[src/rtl/adpll_pkg.sv]
// rtl/adpll_pkg.sv - shared widths, defaults and loader state enum for ADPLL control blocks
package adpll_pkg;

    localparam int PARAM_W        = 3;
    localparam int VAL_W          = 5;
    localparam int CMD_W          = PARAM_W + VAL_W;
    localparam int NUM_PARAMS_DEF = 6;

    typedef enum logic [2:0] {
        LD_IDLE   = 3'd0,
        LD_CLEAR  = 3'd1,
        LD_SETUP  = 3'd2,
        LD_STROBE = 3'd3,
        LD_HOLD   = 3'd4
    } ld_state_e;

    function automatic int max3(input int a, input int b, input int c);
        int m;
        m = (a > b) ? a : b;
        return (m > c) ? m : c;
    endfunction

endpackage

[src/rtl/adpll_param_loader_if.sv]
// rtl/adpll_param_loader_if.sv - command port and ADPLL programming bus of the parameter loader
interface adpll_param_loader_if;
    import adpll_pkg::*;

    logic               wr_valid;
    logic               wr_ready;
    logic [PARAM_W-1:0] wr_param;
    logic [VAL_W-1:0]   wr_value;
    logic               clr_req;
    logic               clr;
    logic               pgm;
    logic [PARAM_W-1:0] param_sel;
    logic [VAL_W-1:0]   pgm_value;
    logic               busy;
    logic               done;
    logic               err;

    // host / control side issuing commands
    modport master (
        output wr_valid, wr_param, wr_value, clr_req,
        input  wr_ready, clr, pgm, param_sel, pgm_value, busy, done, err
    );

    // loader side driving the ADPLL programming pins
    modport slave (
        input  wr_valid, wr_param, wr_value, clr_req,
        output wr_ready, clr, pgm, param_sel, pgm_value, busy, done, err
    );

endinterface

[src/rtl/adpll_cmd_fifo.sv]
// rtl/adpll_cmd_fifo.sv - synchronous {param, value} command FIFO with flush
module adpll_cmd_fifo #(
    parameter int DEPTH = 4,
    parameter int W     = 8
) (
    input  logic         clk,
    input  logic         rst_n,
    input  logic         push,
    input  logic [W-1:0] wr_data,
    input  logic         pop,
    output logic [W-1:0] rd_data,
    input  logic         flush,
    output logic         full,
    output logic         empty
);

    localparam int AW = (DEPTH > 1) ? $clog2(DEPTH) : 1;

    logic [W-1:0]  mem_q [DEPTH];
    logic [AW-1:0] wr_ptr_q;
    logic [AW-1:0] rd_ptr_q;
    logic [AW:0]   count_q;
    logic          do_push;
    logic          do_pop;

    // flush wins over a same-cycle push so a clear discards everything queued
    assign do_push = push & ~full & ~flush;
    assign do_pop  = pop & ~empty & ~flush;
    assign full    = (count_q == (AW+1)'(DEPTH));
    assign empty   = (count_q == '0);
    assign rd_data = mem_q[rd_ptr_q];

    // pointers wrap naturally because DEPTH is a power of two
    always_ff @(posedge clk) begin
        if (!rst_n || flush) begin
            wr_ptr_q <= '0;
            rd_ptr_q <= '0;
            count_q  <= '0;
        end else begin
            if (do_push) wr_ptr_q <= wr_ptr_q + 1'b1;
            if (do_pop)  rd_ptr_q <= rd_ptr_q + 1'b1;
            case ({do_push, do_pop})
                2'b10:   count_q <= count_q + 1'b1;
                2'b01:   count_q <= count_q - 1'b1;
                default: count_q <= count_q;
            endcase
        end
    end

    // entry storage needs no reset; occupancy decides what is valid
    always_ff @(posedge clk) begin
        if (do_push) mem_q[wr_ptr_q] <= wr_data;
    end

endmodule

[src/rtl/adpll_param_loader.sv]
// rtl/adpll_param_loader.sv - replays queued parameter writes as framed pgm strobes and issues clr pulses
module adpll_param_loader
    import adpll_pkg::*;
#(
    parameter int SETUP_CYC  = 2,
    parameter int PULSE_CYC  = 2,
    parameter int HOLD_CYC   = 1,
    parameter int FIFO_DEPTH = 4,
    parameter int NUM_PARAMS = NUM_PARAMS_DEF
) (
    input  logic                 clk,
    input  logic                 rst_n,
    adpll_param_loader_if.slave  ctl
);

    localparam int CNT_MAX = max3(SETUP_CYC, PULSE_CYC, HOLD_CYC);
    localparam int CNT_W   = $clog2(CNT_MAX + 1);
    localparam logic [CNT_W-1:0]   SETUP_LD = CNT_W'(SETUP_CYC - 1);
    localparam logic [CNT_W-1:0]   PULSE_LD = CNT_W'(PULSE_CYC - 1);
    localparam logic [CNT_W-1:0]   HOLD_LD  = CNT_W'((HOLD_CYC > 0) ? HOLD_CYC - 1 : 0);
    localparam logic [PARAM_W:0]   NP_LIM   = (PARAM_W+1)'(NUM_PARAMS);

    ld_state_e          state_q;
    logic [CNT_W-1:0]   cnt_q;
    logic               clr_q, pgm_q, busy_q, done_q;
    logic [PARAM_W-1:0] param_sel_q;
    logic [VAL_W-1:0]   pgm_value_q;
    logic               clr_pend_q, clr_pend_d;
    logic               err_q, err_d;
    logic               rdy_q;

    logic               fifo_full, fifo_empty;
    logic [CMD_W-1:0]   fifo_rd_data;
    logic               accept, legal, push, pop;
    logic               seq_end, decide, enter_clear;

    assign accept  = ctl.wr_valid & ctl.wr_ready;
    assign legal   = ({1'b0, ctl.wr_param} < NP_LIM);
    assign push    = accept & legal;

    // a write sequence ends after HOLD, or straight after STROBE when there is no hold phase
    assign seq_end = ((state_q == LD_HOLD) && (cnt_q == '0)) ||
                     ((state_q == LD_STROBE) && (cnt_q == '0) && (HOLD_CYC == 0));
    assign decide      = (state_q == LD_IDLE) || seq_end;
    assign enter_clear = decide & clr_pend_q;
    assign pop         = decide & ~clr_pend_q & ~fifo_empty;

    assign clr_pend_d = enter_clear ? 1'b0 : (clr_pend_q | ctl.clr_req);
    assign err_d      = enter_clear ? 1'b0 : (err_q | (accept & ~legal));

    assign ctl.wr_ready  = rdy_q & ~fifo_full;
    assign ctl.clr       = clr_q;
    assign ctl.pgm       = pgm_q;
    assign ctl.param_sel = param_sel_q;
    assign ctl.pgm_value = pgm_value_q;
    assign ctl.busy      = busy_q;
    assign ctl.done      = done_q;
    assign ctl.err       = err_q;

    adpll_cmd_fifo #(
        .DEPTH (FIFO_DEPTH),
        .W     (CMD_W)
    ) u_fifo (
        .clk     (clk),
        .rst_n   (rst_n),
        .push    (push),
        .wr_data ({ctl.wr_param, ctl.wr_value}),
        .pop     (pop),
        .rd_data (fifo_rd_data),
        .flush   (enter_clear),
        .full    (fifo_full),
        .empty   (fifo_empty)
    );

    // pending-clear and sticky-error flags; ready is held low until the first cycle after reset
    always_ff @(posedge clk) begin
        if (!rst_n) begin
            clr_pend_q <= 1'b0;
            err_q      <= 1'b0;
            rdy_q      <= 1'b0;
        end else begin
            clr_pend_q <= clr_pend_d;
            err_q      <= err_d;
            rdy_q      <= 1'b1;
        end
    end

    // sequencing FSM; every pin toward the ADPLL is registered here
    always_ff @(posedge clk) begin
        if (!rst_n) begin
            state_q     <= LD_IDLE;
            cnt_q       <= '0;
            clr_q       <= 1'b0;
            pgm_q       <= 1'b0;
            busy_q      <= 1'b0;
            done_q      <= 1'b0;
            param_sel_q <= '0;
            pgm_value_q <= '0;
        end else begin
            done_q <= 1'b0;
            if (enter_clear) begin
                state_q     <= LD_CLEAR;
                cnt_q       <= PULSE_LD;
                clr_q       <= 1'b1;
                pgm_q       <= 1'b0;
                busy_q      <= 1'b1;
                param_sel_q <= '0;
                pgm_value_q <= '0;
            end else if (pop) begin
                state_q     <= LD_SETUP;
                cnt_q       <= SETUP_LD;
                pgm_q       <= 1'b0;
                busy_q      <= 1'b1;
                param_sel_q <= fifo_rd_data[CMD_W-1:VAL_W];
                pgm_value_q <= fifo_rd_data[VAL_W-1:0];
            end else if (seq_end) begin
                state_q <= LD_IDLE;
                pgm_q   <= 1'b0;
                busy_q  <= 1'b0;
                done_q  <= 1'b1;
            end else begin
                case (state_q)
                    LD_SETUP: begin
                        if (cnt_q == '0) begin
                            state_q <= LD_STROBE;
                            cnt_q   <= PULSE_LD;
                            pgm_q   <= 1'b1;
                        end else begin
                            cnt_q <= cnt_q - 1'b1;
                        end
                    end
                    LD_STROBE: begin
                        if (cnt_q == '0) begin
                            state_q <= LD_HOLD;
                            cnt_q   <= HOLD_LD;
                            pgm_q   <= 1'b0;
                        end else begin
                            cnt_q <= cnt_q - 1'b1;
                        end
                    end
                    LD_HOLD: begin
                        cnt_q <= cnt_q - 1'b1;
                    end
                    LD_CLEAR: begin
                        if (cnt_q == '0) begin
                            state_q <= LD_IDLE;
                            clr_q   <= 1'b0;
                            busy_q  <= 1'b0;
                            done_q  <= 1'b1;
                        end else begin
                            cnt_q <= cnt_q - 1'b1;
                        end
                    end
                    default: begin
                        state_q <= LD_IDLE;
                    end
                endcase
            end
        end
    end

endmodule

[src/flat_wrapper.sv]
// flat-port wrapper written by rule: the top's interface ports become plain ports
module adpll_param_loader_flat import adpll_pkg::*;
#(
    parameter int SETUP_CYC  = 2,
    parameter int PULSE_CYC  = 2,
    parameter int HOLD_CYC   = 1,
    parameter int FIFO_DEPTH = 4,
    parameter int NUM_PARAMS = NUM_PARAMS_DEF
)
  (clk, rst_n, ctl_wr_valid, ctl_wr_param, ctl_wr_value, ctl_clr_req, ctl_wr_ready, ctl_clr, ctl_pgm, ctl_param_sel, ctl_pgm_value, ctl_busy, ctl_done, ctl_err);
  adpll_param_loader_if ctl_i ();
  input  logic clk;
  input  logic rst_n;
  input wire logic [$bits(ctl_i.wr_valid)-1:0] ctl_wr_valid;
  input wire logic [$bits(ctl_i.wr_param)-1:0] ctl_wr_param;
  input wire logic [$bits(ctl_i.wr_value)-1:0] ctl_wr_value;
  input wire logic [$bits(ctl_i.clr_req)-1:0] ctl_clr_req;
  output wire logic [$bits(ctl_i.wr_ready)-1:0] ctl_wr_ready;
  output wire logic [$bits(ctl_i.clr)-1:0] ctl_clr;
  output wire logic [$bits(ctl_i.pgm)-1:0] ctl_pgm;
  output wire logic [$bits(ctl_i.param_sel)-1:0] ctl_param_sel;
  output wire logic [$bits(ctl_i.pgm_value)-1:0] ctl_pgm_value;
  output wire logic [$bits(ctl_i.busy)-1:0] ctl_busy;
  output wire logic [$bits(ctl_i.done)-1:0] ctl_done;
  output wire logic [$bits(ctl_i.err)-1:0] ctl_err;
  assign ctl_i.wr_valid = ctl_wr_valid;
  assign ctl_i.wr_param = ctl_wr_param;
  assign ctl_i.wr_value = ctl_wr_value;
  assign ctl_i.clr_req = ctl_clr_req;
  assign ctl_wr_ready = ctl_i.wr_ready;
  assign ctl_clr = ctl_i.clr;
  assign ctl_pgm = ctl_i.pgm;
  assign ctl_param_sel = ctl_i.param_sel;
  assign ctl_pgm_value = ctl_i.pgm_value;
  assign ctl_busy = ctl_i.busy;
  assign ctl_done = ctl_i.done;
  assign ctl_err = ctl_i.err;
  adpll_param_loader #(.SETUP_CYC(SETUP_CYC), .PULSE_CYC(PULSE_CYC), .HOLD_CYC(HOLD_CYC), .FIFO_DEPTH(FIFO_DEPTH), .NUM_PARAMS(NUM_PARAMS)) u_core (.clk(clk), .rst_n(rst_n), .ctl(ctl_i));
endmodule
[config.mk]
export PLATFORM = sky130hd
export DESIGN_NAME = adpll_param_loader_flat
export DESIGN_NICKNAME = d
export VERILOG_FILES = /design/src/rtl/adpll_pkg.sv /design/src/rtl/adpll_param_loader_if.sv /design/src/rtl/adpll_cmd_fifo.sv /design/src/rtl/adpll_param_loader.sv /design/src/flat_wrapper.sv
export SDC_FILE = /design/constraint.sdc
export NUM_CORES = 1
export LEC_CHECK = 0
export CAP_MARGIN = 30
export CORE_ASPECT_RATIO = 0.9
export CORE_UTILIZATION = 40
export CTS_CLUSTER_SIZE = 8
export DETAILED_ROUTE_END_ITERATION = 7
export GPL_TIMING_DRIVEN = 0
export SYNTH_ARGS = -nofsm -noshare
export SYNTH_HDL_FRONTEND = slang
export SYNTH_SLANG_ARGS = --single-unit
[constraint.sdc]
create_clock -name clk -period 7.5 [get_ports clk]
set_clock_uncertainty 0.05 [all_clocks]
set_input_delay 2.25 -clock clk [delete_from_list [all_inputs] [get_ports clk]]
set_output_delay 2.25 -clock clk [all_outputs]
set_load 0.02 [all_outputs]
* Word-level counts from Yosys, hierarchy flattened
Memory sizes are Yosys's and may differ from the RTL's. A register that Yosys moved wholly into a read port is not among the register bits.
Index checks and enable logic that the tools add are counted.
** Word-level totals
- Bits of input ports :: 12
- Memories :: 1
- Bits in registers :: 19
- Logic and storage cells :: 123
- Bits in writable memories :: 32
** Cells by class
- Equal/unequal tests :: 23
- Reductions and logical operators :: 26
- $add $sub $neg :: 5
- Mux-type cells :: 31
- Order comparisons :: 1
- Bitwise gates (word level) :: 21
** Memory list
- u_core.u_fifo.mem_q :: words 4, bits a word 8, rd ports 1, clocked after memory_dff 1, wr ports 1, line adpll_cmd_fifo.sv:19 : logic [W-1:0] mem_q [DEPTH];
** Operator list (count)
- 2-to-1 mux 1 bit :: 19
- AND reduction 4 bit :: 4
- != test 4 x 2 -> 1 bit, second input constant :: 3
- case mux 3 bit (4 select lines) :: 1
- nonzero test 4 bit :: 3
- AND 1 bit :: 11
- 2-to-1 mux 2 bit :: 5
- != test 5 x 2 -> 1 bit, second input constant :: 2
- 2-to-1 mux 3 bit :: 3
- AND reduction 3 bit :: 3
- != test 4 x 3 -> 1 bit, second input constant :: 2
- inverter 1 bit :: 8
- case mux 2 bit (4 select lines) :: 1
- nonzero test 2 bit :: 4
- equality test 3 x 2 -> 1 bit, second input constant :: 2
- equality test 3 bit, second input constant :: 2
- logical NOT 3 bit :: 2
- != test 2 x 1 -> 1 bit, second input constant :: 3
- != test 2 bit, second input constant :: 3
- case mux 3 bit (2 select lines) :: 1
- nonzero test 6 bit :: 1
- != test 5 x 3 -> 1 bit, second input constant :: 1
- adder 2 x 1 -> 2 bit, second input constant :: 2
- OR reduction 4 bit :: 1
- other kinds (18) :: 20

* Longest topological paths before layout
- Depth in word-level cells :: 9
- Gate-level depth with buffers :: 13
- Mapped depth without buffers :: 13

* By module
Synthesis repeated with hierarchy kept, for this count alone.
** Unflattened totals
- Cells, all modules :: 204
- Area total of the unflattened synthesis :: 2610.0 sq um
** Modules (own cells, without submodules)
- adpll_cmd_fifo :: area each 1669.1 sq um, instances 1, cells an instance 97
- adpll_param_loader :: area each 940.9 sq um, instances 1, cells an instance 107

* Worst setup path before layout
No wires, ideal clock.
- Path type :: input -> register
- Start :: input port ctl_wr_param[2]
- End :: register u_core.u_fifo.count_q[2]
- Required time :: 7.317 ns
- Setup slack :: 3.742 ns
- Setup time :: 0.133 ns
- Stages :: 11
- Arrival time :: 3.575 ns
- Path buffers :: 0
- Cell sequence :: nand2_1 -> nand4_1 -> a21oi_1 -> inv_1 -> ha_1 -> inv_1 -> fa_1 -> xor2_1 -> nor2_1 -> xnor2_1 -> nor2_1
** Between the ends
- Longest elaborated chain between the ends :: 6
** RTL lines
- from (decl) :: line flat_wrapper.sv:15 : input wire logic [$bits(ctl_i.wr_param)-1:0] ctl_wr_param;
- < comparator 3 bit * :: line adpll_param_loader.sv:38 : assign legal = ({1'b0, ctl.wr_param} < NP_LIM);
- AND 1 bit * :: line adpll_param_loader.sv:39 : assign push = accept & legal;
- AND 1 bit * (2 in a row) :: line adpll_cmd_fifo.sv:27 : assign do_push = push & ~full & ~flush;
- equality test 2 x 1 -> 1 bit / equality test 2 bit (equally long branches) :: line adpll_cmd_fifo.sv:42 : case ({do_push, do_pop})
- case mux 3 bit (2 select lines) / nonzero test 2 bit (equally long branches)
- to (signal assigned) :: line adpll_cmd_fifo.sv:43 : 2'b10: count_q <= count_q + 1'b1;
- to (signal assigned) :: line adpll_cmd_fifo.sv:44 : 2'b01: count_q <= count_q - 1'b1;
- to (signal assigned) :: line adpll_cmd_fifo.sv:45 : default: count_q <= count_q;
- to (decl) :: line adpll_cmd_fifo.sv:22 : logic [AW:0] count_q;
Every way passes the cells marked *; elsewhere a longest branch is shown, timed or not.
A chain may end at the register's enable or synchronous reset.

* Final worst setup path
- Start :: input port ctl_wr_param[1]
- End :: register u_core.u_fifo.count_q[2]
The elaborated chain is that of the path after synthesis.

==> metrics <==
final weighted congestion of routability-driven global placement=0.715; total overflow reported by the global router=0; post-CTS setup buffer count=0; count leader, synth=edfxtp_1; Net Sw Frac=0.305; number of gates resized after cts=0; standard-cell row count=27; dpl ws=just under 3 ns; clock tree from TritonCTS=built; buffer type at the clock tree root=clkbuf_8; most frequent cells after synthesis=32 x edfxtp_1, 27 x dfxtp_1, 19 x nor2_1, 10 x nor2b_1; synthesized area divided by synthesized cell count=~13 µm²; sort of element at the end of the critical path=flip-flop; Area contributors post-synth=edfxtp_1 38%, dfxtp_1 21%, mux4_2 7.1%, ha_1 4.0%, nor2_1 2.8%; H-tree lvl count=3; switching pwr=312 µW; total track usage=0.156; pin count of the biggest net entering global routing=12; final setup violation count=0; proportion of layout cells with a drive suffix above 1=0.136; critical path type=input pin to flip-flop; Post-Synthesis Net Count=216; number of endpoints with negative hold slack in the final report=0; Ys Warns=0; total clock sinks=59; status=finished clean; element type at the critical path start=input pin; library cell with the largest summed area after synthesis=edfxtp_1; RSZ-0062 raised after global routing=no; upper clock frequency limit=236 MHz; share of power burned in registers=0.395; startpoint of the most critical register-to-register path=u_core.cnt_q[0]$_SDFFE_PN0P_; post-synthesis async set-or-reset flop share=0; clock-pin slew reported for the worst setup and hold paths after clock tree synthesis=0.06 ns; Pins Over Slew Limit=0; Total Neg Setup Slack=0 ns; residual DRC count=0; via count of the first global-routing pass=1,546; antenna-violating nets left=0; post-DR vias/cell=a little under 5; busiest metal layer after global routing=met2; Cell Pwr Density=329 nW/µm²; average routed wire per standard cell=14.0 µm; Final #Nets=between 200 and 300; post-placement cell area=2880 µm²; final setup margin=3.25 ns; DIE AREA=roughly 6600 µm²; Worst Path Required=7.65 ns; Final min period=4.25 ns; number of vias in the routed layout=between 1,500 and 2,000; global-route met2 utilization=0.239; Post-synth top flop=edfxtp_1; largest vdd supply drop=approximately 0.00014 V; Comb power frac=0.298; relative contribution of the clock network to total power=0.307; Design Power=between 1 and 1.5 mW; clock latency on the worst-skew pair=0.33 ns; starting utilization of the core area=0.413; synthesis-stage register bit count=59; CP arrival=4.39 ns; final instance area=3100 µm²; met3 track utilization from global routing=0.0574; Hold Path Class=flip-flop to flip-flop; Worst Max-Slew Pin Slew=0.599 ns; iteration-0 DRC count of the detailed router=65; number of iterations in the first detailed-routing pass=4; relative area change from synthesis to final layout=22.9%; antenna fix cells=0; floorplan core area=6110 µm²; quantity of hold-fixing buffers added after cts=0; Slew Limit Headroom=0.598; io pins=26; CP Launch Point=ctl_wr_param[1]; Chip Width=85.7 µm; Period Utilization, post-route=0.566; number of enable-type register cells in the synthesized netlist=32; maximum fanout encountered on the critical timing path=6; number of CTS-inserted buffers=9; internal portion of total power=709 µW; total of max-cap violations=0; DRT Wirelength=4520 µm; post-synthesis cell type count=46; antenna violations before repair=0; height of the chip=77.4 µm; Synth Cell Area=~2500 µm²; Hold Path Origin=u_core.ctl.busy$_SDFFE_PN0P_; Bufs on Longest Clock Path=2; Synth top area share=0.381; wire length of the first global-routing pass=~7600 µm; reported leakage power=1.06 nW; half-perimeter wire length after detailed placement=3120 µm; Post-Syn Instances=slightly below 200; # port buffers=25; register area share after synthesis=0.595; global routing met1 resource utilization=0.202
==> power groups by stage <==
stage	clock network [mW]	registers, mW	logic [mW]
4_1_cts	0.321	0.404	0.309
6_report	0.313	0.403	0.304
5_1_grt	0.336	0.408	0.347
3_5_place_dp	0	0.410	0.308
3_3_place_gp	0	0.410	0.306
2_1_floorplan	0	0.423	0.206
==> placed cells by master, fill, tap and decap left out, types with 2 or more instances in the layout <==
cell type	Yosys	routed
clkbuf_1	5	6
clkdlybuf4s50_1	0	25
nor2b_1	10	10
bufinv_16	0	2
o21ai_0	4	4
nor2_1	19	19
or3_1	2	2
clkinv_4	0	2
ha_1	8	8
buf_2	2	2
a21boi_0	2	2
clkbuf_8	0	9
mux4_2	8	8
inv_1	9	9
nand2_1	9	9
a22oi_1	9	9
and2_1	5	5
xor2_1	3	3
mux2i_1	3	3
a21oi_1	6	6
xnor2_1	2	2
nand3b_1	2	2
dfxtp_1	27	27
edfxtp_1	32	32
nand2b_1	3	3
==> metal layers <==
layer  up-vias  wire (µm)
met1       782       2040
li1        782          -
met3         6        193
met2        23       2250
met5         -          0
met4         0         44
==> worst max-delay path, stage by stage <==
cell             delay [ns]
clkdlybuf4s50_1        0.52
nand2_1                0.10
nand4_1                0.20
a21oi_1                0.34
inv_1                  0.08
ha_1                   0.22
inv_1                  0.08
fa_1                   0.17
xor2_1                 0.15
nor2_1                 0.07
xnor2_1                0.15
nor2_1                 0.05
==> final cells by class <==
class / count / area, µm²
Fill cell: 560 / 3010
Sequential cell: 59 / 1500
Multi-Input combinational cell: 118 / 945
Timing Repair Buffer: 25 / 250
Clock buffer: 10 / 128
Tap cell: 87 / 109
Clock inverter: 6 / 90.1
Buffer: 9 / 43.8
Inverter: 9 / 33.8
==> cells by family after synthesis <==
kind of cell,after synthesis,share of synthesized area
flip-flops,59,0.595
AO/OA/AOI/OAI,33,0.0912
adder cells (fa/ha/maj),9,0.0476
multiplexers,12,0.0878
AND/OR/NAND/NOR,59,0.130
XOR/XNOR,5,0.0174
buffers and inverters,18,0.0307
==> state kept, by name (all words and copies together), names as in the netlist <==
register,cells
u_core.clr_pend_q,1
u_core.cnt_q,2
u_core.ctl.busy,1
u_core.ctl.clr,1
u_core.ctl.done,1
u_core.ctl.err,1
u_core.ctl.param_sel,3
u_core.ctl.pgm,1
u_core.ctl.pgm_value,5
u_core.rdy_q,1
u_core.state_q,3
u_core.u_fifo.count_q,3
u_core.u_fifo.mem_q,32
u_core.u_fifo.rd_ptr_q,2
u_core.u_fifo.wr_ptr_q,2
==> path summary, 6_finish.rpt <==
kind | to | slack (ns) | cells after the start
worst max-delay path | u_core.u_fifo.count_q[2]$_SDFFE_PP0P_ | 3.25 | 12
worst min-delay path | u_core.ctl.busy$_SDFFE_PN0P_ | 0.42 | 2
worst max register to register | u_core.u_fifo.count_q[2]$_SDFFE_PP0P_ | 4.80 | 13
worst min register to register | u_core.ctl.busy$_SDFFE_PN0P_ | 0.42 | 2
==> through the flow <==
| stage | hold slack [ns] | util | instances |
|---|---|---|---|
| global route | 0.452 | 0.507 | 323 |
| CTS | 0.425 | 0.507 | 323 |
| global placement | 0.409 | 0.471 | 307 |
| floorplan | 0.462 | - | 195 |
| detailed placement | 0.416 | 0.471 | 307 |
| finish | 0.423 | 0.507 | 323 |
Note: power is estimated with default switching activity, not from simulation.
